<file path="src/rtl/ps2_cmd_scheduler.sv">
// Host-to-keyboard command sequencer: arbitrates LED / typematic requesters onto one
// PS/2 byte transmitter, sends opcode + argument, and waits for the keyboard ACK after each byte.
module ps2_cmd_scheduler #(
  parameter logic [7:0] CMD0      = 8'hED,
  parameter logic [7:0] CMD1      = 8'hF3,
  parameter int         TIMEOUT   = 250000,
  parameter int         CNT_W     = 18,
  parameter int         MAX_RETRY = 3
) (
  input  logic       i_clk,
  input  logic       i_rst,
  input  logic [1:0] i_req,
  input  logic [7:0] i_arg0,
  input  logic [7:0] i_arg1,
  output logic [7:0] o_tx_data,
  output logic       o_tx_start,
  input  logic       i_tx_done,
  input  logic [7:0] i_rx_data,
  input  logic       i_rx_valid,
  output logic       o_rx_owned,
  output logic       o_busy,
  output logic [1:0] o_done,
  output logic [1:0] o_err
);

  localparam int RTY_W = (MAX_RETRY < 1) ? 1 : $clog2(MAX_RETRY + 1);
  localparam logic [CNT_W-1:0] TMO  = CNT_W'(TIMEOUT);
  localparam logic [RTY_W-1:0] RMAX = RTY_W'(MAX_RETRY);
  localparam logic [7:0] KBD_ACK    = 8'hFA;
  localparam logic [7:0] KBD_RESEND = 8'hFE;

  typedef enum logic [2:0] {
    S_IDLE, S_SEND, S_WAIT_TX, S_WAIT_ACK, S_DONE, S_ERROR
  } state_t;

  state_t             state_q, state_n;
  logic               phase_q, phase_n;   // 0: opcode byte, 1: argument byte
  logic               id_q, id_n;
  logic [7:0]         arg_q, arg_n;
  logic [RTY_W-1:0]   retry_q, retry_n;
  logic [CNT_W-1:0]   cnt_q, cnt_n;
  logic               last_q, last_n;
  logic               grant;
  logic               rx_ack, rx_resend;

  always_ff @(posedge i_clk) begin
    if (i_rst) begin
      state_q <= S_IDLE;
      phase_q <= 1'b0;
      id_q    <= 1'b0;
      arg_q   <= 8'h00;
      retry_q <= '0;
      cnt_q   <= '0;
      last_q  <= 1'b1;
    end else begin
      state_q <= state_n;
      phase_q <= phase_n;
      id_q    <= id_n;
      arg_q   <= arg_n;
      retry_q <= retry_n;
      cnt_q   <= cnt_n;
      last_q  <= last_n;
    end
  end

  // Transmitter handshake: o_tx_start is a one-cycle pulse with o_tx_data valid in
  // the same cycle; the transmitter answers with a one-cycle i_tx_done pulse later.
  always_comb begin
    state_n    = state_q;
    phase_n    = phase_q;
    id_n       = id_q;
    arg_n      = arg_q;
    retry_n    = retry_q;
    cnt_n      = cnt_q;
    last_n     = last_q;
    grant      = 1'b0;
    o_tx_data  = 8'h00;
    o_tx_start = 1'b0;
    o_rx_owned = 1'b0;
    o_done     = 2'b00;
    o_err      = 2'b00;
    rx_ack     = i_rx_valid && (i_rx_data == KBD_ACK);
    rx_resend  = i_rx_valid && (i_rx_data == KBD_RESEND);
    case (state_q)
      S_IDLE: begin
        if (|i_req) begin
          grant   = (i_req == 2'b11) ? ~last_q : i_req[1];
          id_n    = grant;
          arg_n   = grant ? i_arg1 : i_arg0;
          phase_n = 1'b0;
          retry_n = '0;
          last_n  = grant;
          state_n = S_SEND;
        end
      end
      S_SEND: begin
        o_tx_start = 1'b1;
        o_tx_data  = phase_q ? arg_q : (id_q ? CMD1 : CMD0);
        cnt_n      = '0;
        state_n    = S_WAIT_TX;
      end
      S_WAIT_TX: begin
        if (i_tx_done) begin
          cnt_n   = '0;
          state_n = S_WAIT_ACK;
        end else if (cnt_q == TMO) begin
          state_n = S_ERROR;
        end else begin
          cnt_n = cnt_q + CNT_W'(1);
        end
      end
      S_WAIT_ACK: begin
        o_rx_owned = 1'b1;
        // A received ACK/resend outranks a timeout expiring in the same cycle.
        if (rx_ack) begin
          if (phase_q) begin
            state_n = S_DONE;
          end else begin
            phase_n = 1'b1;
            state_n = S_SEND;
          end
        end else if (rx_resend || (cnt_q == TMO)) begin
          if (retry_q < RMAX) begin
            retry_n = retry_q + RTY_W'(1);
            state_n = S_SEND;
          end else begin
            state_n = S_ERROR;
          end
        end else begin
          cnt_n = cnt_q + CNT_W'(1);
        end
      end
      S_DONE: begin
        o_done[id_q] = 1'b1;
        state_n      = S_IDLE;
      end
      S_ERROR: begin
        o_err[id_q] = 1'b1;
        state_n     = S_IDLE;
      end
      default: state_n = S_IDLE;
    endcase
  end

  assign o_busy = (state_q != S_IDLE);

endmodule

</file>
<file path="config.mk">
export PLATFORM = sky130hd
export DESIGN_NAME = ps2_cmd_scheduler
export DESIGN_NICKNAME = d
export VERILOG_FILES = /design/src/rtl/ps2_cmd_scheduler.sv
export SDC_FILE = /design/constraint.sdc
export NUM_CORES = 1
export LEC_CHECK = 0
export BUFFER_PORTS_ARGS = -buffer_cell sky130_fd_sc_hd__buf_2
export CAP_MARGIN = 5
export CORE_UTILIZATION = 53
export CTS_CLUSTER_SIZE = 40
export DETAILED_ROUTE_END_ITERATION = 10
export GPL_ROUTABILITY_DRIVEN = 0
export HOLD_SLACK_MARGIN = 0.1
export PLACE_DENSITY_LB_ADDON = 0.15
export SLEW_MARGIN = 20
export SYNTH_ARGS = -nofsm -noshare
export SYNTH_HDL_FRONTEND = slang
export SYNTH_SLANG_ARGS = --single-unit
</file>
<file path="constraint.sdc">
create_clock -name i_clk -period 2.6 [get_ports i_clk]
set_input_delay 0.26 -clock i_clk [delete_from_list [all_inputs] [get_ports i_clk]]
set_output_delay 0.26 -clock i_clk [all_outputs]
set_load 0.02 [all_outputs]
</file>
==> results.toml, run 1 <==
[sta]
slew-limit-headroom_pct = 34.2
period_share_pct = 90.3
finalHoldViolCount = 0
fin_tns_setup_ps = 0
drv_slew = 0
worstMarginPinSlew_ps = 985
holdWs_ps = 312
min_period_ps = 2350
fmax_mhz = 426
fin_ws_ps = 252
skew_ps = 5.19
rsz0062_at_grt = "false"
setup_viol = 0

[yosys]
syn_nets = 279
yosys_warnings = 0
syn_area_per_cell_um2 = 7.93
syn_inst = 246
synth-edff-count = 0
post-synth-top-count-cell = "dfxtp_1"
ys_ff_latch = 34
yosysSeqAreaShare_pct = 34.9
yosysTopAreaCellShare_pct = 34.9
synth-async-reset-ratio_pct = 0
synth-main-ff-cell = "dfxtp_1"
yosys-top-cells-count = "dfxtp_1, nor2_1, a21oi_1, nand2_1"
syn_area_um2 = 1950
synth_area_leaders = "dfxtp_1, a21oi_1, nor2_1"
post-synth-top-area-cell = "dfxtp_1"
synth_cell_types = 47

[worst_hold_path]
hold_class = "input pin to flip-flop"
hold_path.startpoint = "i_arg0[2]"

[power]
vdd_ir_drop_max_mv = 0.327
powerDensity_nw_per_um2 = 557
p_leak_nw = 0.934
power_mw = 1.28

[global_routing]
use_met3_pct = 6.75
antenna_found_initial = 0
busiest_layer = "met2"
grt_pass1_wl_mm = 7.67
grt_pass1_vias = 1761
overflow = 0
met1_usage_pct = 31.3
grt_start_max_net_pins = 19
grt.total_usage_pct = 24.1
grt_use_met2_pct = 39.4

[finish]
stdcell_count = 336
nets = 322
n_antenna_cell = 0
post-route-util_pct = 66.7
area_growth_pct = 17.7
design_area_um2 = 2300
drive_gt1_share_pct = 21.7

[detailed_routing]
drcViolationCount = 0
via_per_inst = 5.78
postRouteAntennaNets = 0
first_pass_iters = 6
route.vias.total = 1941
totalWireLength_mm = 4.43
wire_per_inst_um = 13.2
drt-initial-drc-count = 160

[clocking]
ctsHoldBuffers = 0
cts.htree.levels = 2
cts_sinks = 34
cts_resized = 0
cts_buffers = 5
clk_pin_slew_worst_paths_ps = 70
clk_path_buf_depth = 2
cts-root-buf = "clkbuf_8"
clk_latency_ps = 280
post-cts-setup-buffers = 0
cts_tree = "yes"

[setup_path]
cp-end-kind = "flip-flop"
critPathLaunch = "state_q[2]"
crit_arrival_ps = 2550
cp_max_fo = 16
rr_startpoint = "state_q[2]"
worstSetupPathType = "flip-flop to flip-flop"
crit_path_start_kind = "flip-flop"
required_ps = 2800

[floorplan]
coreArea_um2 = 3440
placementRows = 21
ios = 45
die_h_um = 62.7
die_w_um = 62.7
start_util_pct = 56.7
dieArea_um2 = 3930

[flow_run]
drv_cap = 0

[placement]
io_buffers = 44
placed_cells = 328
dpl-instance-area_um2 = 2210
hpwl_mm = 3.24
detailedPlace.worstSlack_ps = 270

[run_status]
status = "finished clean"
==> cell families after synthesis <==
| logic type | Yosys count | synth area share [%] |
|---|---|---|
| DFF | 34 | 34.9 |
| adders and majority gates | 3 | 1.92 |
| muxes | 10 | 5.26 |
| AOI/OAI and AO/OA | 72 | 24.7 |
| and+or+nand+nor | 98 | 26.9 |
| buffers and inverters | 29 | 6.41 |
==> final timing paths <==
kind	to	slack [ps]	depth (start not counted)
worst max-delay path	cnt_q[13]	250	5
worst min-delay path	arg_q[2]	310	3
worst max register to register	cnt_q[13]	250	5
worst min register to register	cnt_q[17]	480	1
==> power breakdown <==
group / internal (mW) / leakage, nW / total, mW / switching, mW
Clock: 0.213 / 0.0482 / 0.392 / 0.179
Sequential: 0.554 / 0.277 / 0.574 / 0.0198
Combinational: 0.121 / 0.609 / 0.313 / 0.192
Total: 0.888 / 0.934 / 1.28 / 0.391
==> state kept, by name (all words and copies together), names as in the netlist <==
| name | count |
|---|---|
| arg_q | 8 |
| cnt_q | 18 |
| id_q | 1 |
| last_q | 1 |
| phase_q | 1 |
| retry_q | 2 |
| state_q | 3 |
==> cells in the final DEF, fill, tap and decap left out, types with 2 or more instances in the layout <==
cell	netlist	routed
inv_2	2	2
nor4_1	2	2
nor2b_1	4	4
nand2_1	18	18
and3_1	5	5
or3_1	3	3
a211oi_1	10	10
and2_1	2	2
a31oi_1	12	12
o31ai_1	2	2
a21oi_1	22	22
inv_1	12	12
buf_2	4	44
nand3_1	8	8
mux2i_1	8	8
nor2_1	24	24
o21a_1	2	2
a31o_1	2	2
o21ai_1	5	5
mux2_1	2	2
clkbuf_8	0	6
or2_1	3	3
o21ai_0	2	2
a21boi_1	2	2
nand4_1	5	5
nand2b_1	7	7
nor3_1	9	9
ha_1	3	3
dfxtp_1	34	34
a22oi_1	2	2
a41oi_1	4	4
buf_4	1	6
or4b_1	3	3
==> metal layers <==
metal / vias to the layer above / wire length (µm)
met3: 7 / 290
li1: 989 / -
met1: 885 / 2090
met2: 60 / 2020
met4: 0 / 29
met5: - / 0
==> layout make-up <==
class	instances	area, µm²
fill	304	1140
clock buffer	7	86.3
tap	46	57.6
clock inverter	1	5.00
timing repair buffer	50	265
inverter	15	56.3
multi-input combinational	183	1150
sequential	34	681
==> worst max-delay path, stage by stage, from the launching register on <==
cell and delay (ps):
dfxtp_1 370, nand2b_1 210, or3_1 440, a211oi_2 840, a41oi_1 220, a31oi_1 190
Power figures use the tool's default switching activity.
==> inputs of run 2 (changes only) <==
- clock period: 2.6 -> 2.56 ns (I/O delays scaled with it)
==> results.toml, run 2 (same netlist as run 1, synthesis figures left out) <==
[power]
powerDensity_nw_per_um2 = 584
vdd_ir_drop_max_mv = 0.381
p_leak_nw = 0.948

[sta]
setup_viol = 0
skew_ps = 6.62
rsz0062_at_grt = "false"
min_period_ps = 2320
drv_slew = 0
fin_tns_setup_ps = 0
slew-limit-headroom_pct = 30.3
finalHoldViolCount = 0
period_share_pct = 90.7
fmax_mhz = 431
worstMarginPinSlew_ps = 1040

[floorplan]
coreArea_um2 = 3440
placementRows = 21
dieArea_um2 = 3930
ios = 45
die_h_um = 62.7
die_w_um = 62.7
start_util_pct = 56.7

[detailed_routing]
drcViolationCount = 0
wire_per_inst_um = 12.9
route.vias.total = 1927
drt-initial-drc-count = 155
first_pass_iters = 5
postRouteAntennaNets = 0
via_per_inst = 5.72
totalWireLength_mm = 4.34

[setup_path]
cp_max_fo = 14
worstSetupPathType = "flip-flop to flip-flop"
required_ps = 2770
crit_path_start_kind = "flip-flop"
crit_arrival_ps = 2530
cp-end-kind = "flip-flop"

[worst_hold_path]
hold_class = "input pin to flip-flop"

[global_routing]
grt.total_usage_pct = 23.6
overflow = 0
grt_pass1_vias = 1678
antenna_found_initial = 0
grt_pass1_wl_mm = 7.40
grt_start_max_net_pins = 19

[clocking]
cts_tree = "yes"
clk_pin_slew_worst_paths_ps = 70
cts_resized = 0
ctsHoldBuffers = 0
cts_buffers = 5
clk_latency_ps = 280
clk_path_buf_depth = 2
cts-root-buf = "clkbuf_8"
cts.htree.levels = 2
post-cts-setup-buffers = 0
cts_sinks = 34

[finish]
fillers = 291
largest_reg_flops = 18
nets = 323
multi_input_area_um2 = 1150
stdcell_count = 337
post-route-util_pct = 67.5
seq_area_um2 = 681
top_regs = "cnt_q: 18 flops, arg_q: 8 flops, state_q: 3 flops"
final_common_cell = "buf_2"
top_register = "cnt_q"
n_antenna_cell = 0
drive_gt1_share_pct = 22.3
most-common-layout-cells = "buf_2, dfxtp_1, nor2_1"
area_growth_pct = 19.0

[flow_run]
drv_cap = 0

[placement]
io_buffers = 44
placed_cells = 329
hpwl_mm = 3.17

[run_status]
status = "finished clean"
==> run 2: cell types whose count changed in the layout (fill, tap and decap cells not counted), sizes merged <==
cell	previous run	this run
buf	50	51
clkbuf	7	8
clkinv	2	1
==> run 2: through the flow <==
| step | worst slack, ps | area [µm²] | power [mW] | hold WS [ps] |
|---|---|---|---|---|
| global placement | 318 | 2210 | 0.907 | 451 |
| CTS | 245 | 2320 | 1.37 | 311 |
| floorplan | 507 | 1950 | 0.822 | 433 |
| global route | 33.0 | 2320 | 1.43 | 322 |
| detailed placement | 270 | 2210 | 0.911 | 452 |
| finish | 239 | 2320 | 1.36 | 316 |
==> run 2: final cells by class <==
type,instances,area share (%)
multi-input cells,183,49.3
clock buffers,8,4.74
flip-flops and latches,34,29.3
well taps,46,2.48
repair buffers,51,11.7
inverters,15,2.42
==> run 2: report_power, final <==
group	internal [mW]	leakage, nW	switching, mW	total (mW)
combinational	0.123	0.614	0.194	0.317
clock	0.272	0.0575	0.187	0.458
sequential	0.562	0.277	0.0190	0.581
total	0.957	0.948	0.400	1.36
==> run 2: worst paths after layout <==
| kind | start | to | slack, ps | cells after the start |
|---|---|---|---|---|
| worst min-delay path | i_arg0[1] | arg_q[1] | 320 | 3 |
| worst max-delay path | cnt_q[3] | cnt_q[10] | 240 | 5 |
| worst max register to register | cnt_q[3] | cnt_q[10] | 240 | 5 |
| worst min register to register | last_q | last_q | 470 | 1 |
==> run 2: per-layer routing <==
layer / share of wire [%] / global-route usage, % / up-vias
li1: - / - / 984
met1: 50 / 31.0 / 883
met2: 44 / 37.4 / 56
met3: 5.6 / 5.47 / 4
met4: 1.1 / 8.72 / 0
met5: 0 / 0 / -
==> run 2: critical path: stages, from the launching register on <==
cell and delay (ps):
dfxtp_1 380, or4b_1 600, nor4_4 430, a31o_1 440, nand2_4 190, a31oi_1 200
